==> src/rtl/seq_multiplier_pkg.sv <==
// Shared definitions for the sequential shift-and-add multiplier: FSM encoding
// and the default operand width.
package seq_multiplier_pkg;

  localparam int W_DEFAULT = 8;

  typedef enum logic [1:0] {
    IDLE = 2'b00,
    EXEC = 2'b01,
    DONE = 2'b10
  } state_t;

endpackage

==> src/rtl/seq_multiplier_cla_w.sv <==
// W-bit adder built from 4-bit carry-lookahead blocks with the carry rippled
// between blocks.
module cla4 (
  input  logic [3:0] a,
  input  logic [3:0] b,
  input  logic       cin,
  output logic [3:0] sum,
  output logic       cout
);

  logic [3:0] p;
  logic [3:0] g;
  logic [4:0] c;

  assign p = a ^ b;
  assign g = a & b;

  // All block carries are formed in parallel from generate/propagate terms.
  assign c[0] = cin;
  assign c[1] = g[0] | (p[0] & c[0]);
  assign c[2] = g[1] | (p[1] & g[0]) | (p[1] & p[0] & c[0]);
  assign c[3] = g[2] | (p[2] & g[1]) | (p[2] & p[1] & g[0])
              | (p[2] & p[1] & p[0] & c[0]);
  assign c[4] = g[3] | (p[3] & g[2]) | (p[3] & p[2] & g[1])
              | (p[3] & p[2] & p[1] & g[0]) | (p[3] & p[2] & p[1] & p[0] & c[0]);

  assign sum  = p ^ c[3:0];
  assign cout = c[4];

endmodule

module cla_w #(
  parameter int W = 8
) (
  input  logic [W-1:0] a,
  input  logic [W-1:0] b,
  input  logic         cin,
  output logic [W-1:0] sum,
  output logic         cout
);

  localparam int NBLK = W / 4;

  logic [NBLK:0] carry;

  assign carry[0] = cin;

  for (genvar i = 0; i < NBLK; i++) begin : g_blk
    cla4 u_cla4 (
      .a    (a[4*i +: 4]),
      .b    (b[4*i +: 4]),
      .cin  (carry[i]),
      .sum  (sum[4*i +: 4]),
      .cout (carry[i+1])
    );
  end

  assign cout = carry[NBLK];

endmodule

==> src/rtl/seq_multiplier.sv <==
// Unsigned W x W sequential multiplier: one shift-and-add step per cycle,
// W cycles per product, product held in DONE until cleared or restarted.
module seq_multiplier
  import seq_multiplier_pkg::*;
#(
  parameter int W = W_DEFAULT
) (
  input  logic           clk,
  input  logic           reset_n,
  input  logic           op_start,
  input  logic           op_clear,
  input  logic [W-1:0]   multiplicand,
  input  logic [W-1:0]   multiplier,
  output logic           op_busy,
  output logic           op_done,
  output logic [2*W-1:0] result
);

  localparam int CW = $clog2(W + 1);

  state_t        state;
  state_t        next_state;
  logic [W-1:0]  a_reg;
  logic [CW-1:0] count;
  logic [W-1:0]  sum;
  logic          cout;
  logic [W:0]    upper_next;
  logic          start_ok;
  logic          last_step;

  assign start_ok  = op_start && !op_clear && ((state == IDLE) || (state == DONE));
  assign last_step = (count == CW'(W - 1));

  cla_w #(.W(W)) u_add (
    .a    (result[2*W-1:W]),
    .b    (a_reg),
    .cin  (1'b0),
    .sum  (sum),
    .cout (cout)
  );

  // The carry becomes the new MSB once the register shifts right.
  assign upper_next = result[0] ? {cout, sum} : {1'b0, result[2*W-1:W]};

  always_ff @(posedge clk or negedge reset_n) begin
    if (!reset_n) state <= IDLE;
    else          state <= next_state;
  end

  always_comb begin
    next_state = state;
    if (op_clear) begin
      next_state = IDLE;
    end else begin
      case (state)
        IDLE:    if (op_start) next_state = EXEC;
        EXEC:    if (last_step) next_state = DONE;
        DONE:    if (op_start) next_state = EXEC;
        default: next_state = IDLE;
      endcase
    end
  end

  always_comb begin
    op_busy = (state == EXEC);
    op_done = (state == DONE);
  end

  always_ff @(posedge clk or negedge reset_n) begin
    if (!reset_n) begin
      a_reg  <= '0;
      result <= '0;
      count  <= '0;
    end else if (op_clear) begin
      result <= '0;
      count  <= '0;
    end else if (start_ok) begin
      a_reg  <= multiplicand;
      result <= {{W{1'b0}}, multiplier};
      count  <= '0;
    end else if (state == EXEC) begin
      result <= {upper_next, result[W-1:1]};
      count  <= count + 1'b1;
    end
  end

endmodule
==> config.mk <==
export PLATFORM = sky130hd
export DESIGN_NAME = seq_multiplier
export DESIGN_NICKNAME = d
export VERILOG_FILES = /design/src/rtl/seq_multiplier_pkg.sv /design/src/rtl/seq_multiplier_cla_w.sv /design/src/rtl/seq_multiplier.sv
export SDC_FILE = /design/constraint.sdc
export NUM_CORES = 1
export LEC_CHECK = 0
export ABC_AREA = 1
export BUFFER_PORTS_ARGS = -buffer_cell sky130_fd_sc_hd__buf_4
export CORE_ASPECT_RATIO = 0.8
export CORE_MARGIN = 3
export CORE_UTILIZATION = 49
export DETAILED_ROUTE_END_ITERATION = 12
export PLACE_DENSITY = 0.76
export SLEW_MARGIN = 30
export SYNTH_ARGS = -nofsm -noshare
export SYNTH_HDL_FRONTEND = slang
export SYNTH_HIERARCHICAL = 1
export SYNTH_SLANG_ARGS = --single-unit
==> constraint.sdc <==
create_clock -name clk -period 1.95 [get_ports clk]
set_input_delay 0.0975 -clock clk [delete_from_list [all_inputs] [get_ports clk]]
set_output_delay 0.0975 -clock clk [all_outputs]
set_load 0.01 [all_outputs]
==> results_dict.tcl <==
set metrics [dict create \
    regToRegSetupSlack_ns 0.05 \
    ant_nets 0 \
    busiest_layer "met1" \
    die-area_mm2 0.00436 \
    whs_path_depth 3 \
    hold_start "multiplicand[3]" \
    die_h_um 59.6 \
    rr_endpoint "result[12]$_DFFE_PN0P_" \
    status "completed" \
    max_cap_viol_count 0 \
    drc 0 \
    p_leak_nw 1.24 \
    required_ns 2.11 \
    yosysWarnings 6 \
    synthToLayoutAreaGrowth_pct 28.6 \
    ys_ff_latch 30 \
    most-common-layout-cells "nand2_1 (69), buf_4 (45), nand3_1 (39)" \
    dp_hpwl_mm 2.88 \
    rsz0062_at_grt "yes" \
    dr.first_iter.drc_count 119 \
    fin_crit_sh 0.974 \
    finalSetupViolCount 0 \
    syn-cell-area_mm2 0.00176 \
    wl_per_cell_um 12.9 \
    tritoncts "done" \
    overflow 0 \
    slowest_delay_ns 0.41 \
    min_period_ns 1.90 \
    drt_pass1_iterations 4 \
    fin_util 0.693 \
    netlist.area_leader.share 0.426 \
    viasPerCell 5.15 \
    core_mm2 0.00327 \
    synth_flop_cell "dfrtp_1" \
    htree_levels 2 \
    grt_pass1_wl_mm 6.89 \
    finalPower_mw 1.78 \
    die_w_um 73.0 \
    path_buf_inv 1 \
    path_delay_family "adder cells" \
    use_met3 0.0458 \
    drt_wl_total_mm 4.10 \
    critical_path.max_fanout 3 \
    fillers 271 \
    drive_gt1_frac 0.245 \
    synth_cell_type_count 22 \
    grt_use_met1 0.311 \
    io_pins 38 \
    hold_viol_final 0 \
    powerDensity_mw_per_mm2 785 \
    placement.io_buffers 37 \
    layout.nets 307 \
    arrival_ns 2.05 \
    grt_use_met2 0.292 \
    yosysTopAreaCell "dfrtp_1" \
    gp_congestion 0.926 \
    finalSetupTns_ns 0 \
    mostFrequentLayoutCell "nand2_1" \
    crit_type "flop to flop" \
    cts_sinks 30 \
    globalRouteTotalUtil 0.212 \
    max_freq_mhz 527 \
    synthCells 227 \
    start_util 0.539 \
    largest_reg_flops 16 \
    antennaDiodeCount 0 \
    grt_pass1_vias 1477 \
    antenna_found_initial 0 \
    clock_path_buffers 2 \
    reg2reg_from "result[9]$_DFFE_PN0P_" \
    peakVddDrop_mv 0.595 \
    grt_max_degree 31 \
    synth_area_per_cell_um2 7.76 \
    synth.area.top_cells "dfrtp_1 (43%), nand2_1 (15%), nand3_1 (11%), ha_1 (6.4%), o21ai_0 (4.5%)" \
    skew_ns 0.00218 \
    crit_chain "ha_4 -> nand2_2 -> nand3_2 -> nand3_1 -> nand2_1 -> inv_1 -> fa_1 -> xnor2_1 -> o21ai_1 -> o21ai_0" \
    vias 1633 \
    yosysSeqAreaShare 0.426 \
    synth_edf_count 0 \
    cts-root-buf "clkbuf_8" \
    worstSetupEndpointType "flop" \
    setup.worst_path.start_class "flop" \
    rows 18 \
    path_clk_slew_ns 0.06 \
    insertion_delay_ns 0.29 \
    min_to "a_reg[3]$_DFFE_PN0P_" \
    hp-class "primary input to flop" \
    dpl-instance-area_mm2 0.00211 \
    cpMaxStageDelayCell "dfrtp_1" \
    async_flop_share 1.00 \
    drv_slew 0 \
    numCtsBuffers 5 \
    fin_area_mm2 0.00226 \
    r2r_cells 10 \
]
## layout make-up
type | count | area [µm²] | area share
inverters | 21 | 78.8 | 0.0348
clock buffers | 5 | 68.8 | 0.0304
well taps | 40 | 50.0 | 0.0221
repair buffers | 48 | 368 | 0.162
flip-flops and latches | 30 | 751 | 0.331
multi-input cells | 170 | 908 | 0.401
clock inverters | 3 | 40.0 | 0.0177
## cell usage after synthesis (3+ instances only)
master / n
nand2_1: 69
ha_1: 9
nor2_1: 5
a21oi_1: 3
dfrtp_1: 30
inv_1: 19
nand3_1: 40
or2_2: 7
buf_2: 6
o21ai_0: 16
xnor2_1: 3
nand4_1: 6
## metrics by stage
| stage | hold WS (ns) | std cells | worst slack, ns |
|---|---|---|---|
| 5_1_grt | 0.000285 | 317 | -0.0431 |
| 4_1_cts | 0.00306 | 317 | 0.000895 |
| 6_report | 0.000925 | 317 | 0.0511 |
| 3_3_place_gp | 0.0463 | 305 | 0.0708 |
| 3_5_place_dp | 0.0459 | 305 | -0.0247 |
| 2_1_floorplan | -0.198 | 229 | 0.0376 |
## routing by layer
| metal | share of wire | routed length (µm) |
|---|---|---|
| met2 | 0.43 | 1760 |
| met1 | 0.49 | 2000 |
| met3 | 0.062 | 255 |
| met5 | 0 | 0 |
| met4 | 0.018 | 74 |
## power by group
group          internal [mW]  switching (mW)
clock network          0.375           0.245
logic                  0.192           0.222
registers              0.683          0.0600
total                   1.25           0.528
## tightest hold or removal path: stages
cell	delay [ns]
buf_4	0.07
nand2_1	0.04
nand2_1	0.05
## worst max-delay path by stage
stage	from	endpoint	slack [ns]	cells past startpoint
2_1_floorplan	result[9]$_DFFE_PN0P_	result[12]$_DFFE_PN0P_	0.04	10
3_3_place_gp	a_reg[1]$_DFFE_PN0P_	result[11]$_DFFE_PN0P_	0.07	10
3_5_place_dp	result[9]$_DFFE_PN0P_	result[12]$_DFFE_PN0P_	-0.02	10
4_1_cts	result[9]$_DFFE_PN0P_	result[11]$_DFFE_PN0P_	0.0009	10
5_1_grt	result[9]$_DFFE_PN0P_	result[12]$_DFFE_PN0P_	-0.04	10
6_report	result[9]$_DFFE_PN0P_	result[12]$_DFFE_PN0P_	0.05	10
## timing repair
item / 4_1_cts / 5_1_grt
hold buffers: 3 / 0
buffers inserted: 1 / 0
setup endpoints to repair: 2 / 3
gates resized for setup: 1 / 4
pin swaps: 1 / 4
endpoints found under the hold margin: 32 / 0
## cell families after synthesis
kind of cell / after synthesis / share of synthesized area
and+or+nand+nor: 133 / 0.341
xor gates and xnor gates: 3 / 0.0149
buffers and inverters: 29 / 0.0724
other: 1 / 0.00213
AOI/OAI and AO/OA: 20 / 0.0568
DFF: 30 / 0.426
adders and majority gates: 11 / 0.0866
Note: power is estimated with default switching activity, not from simulation.
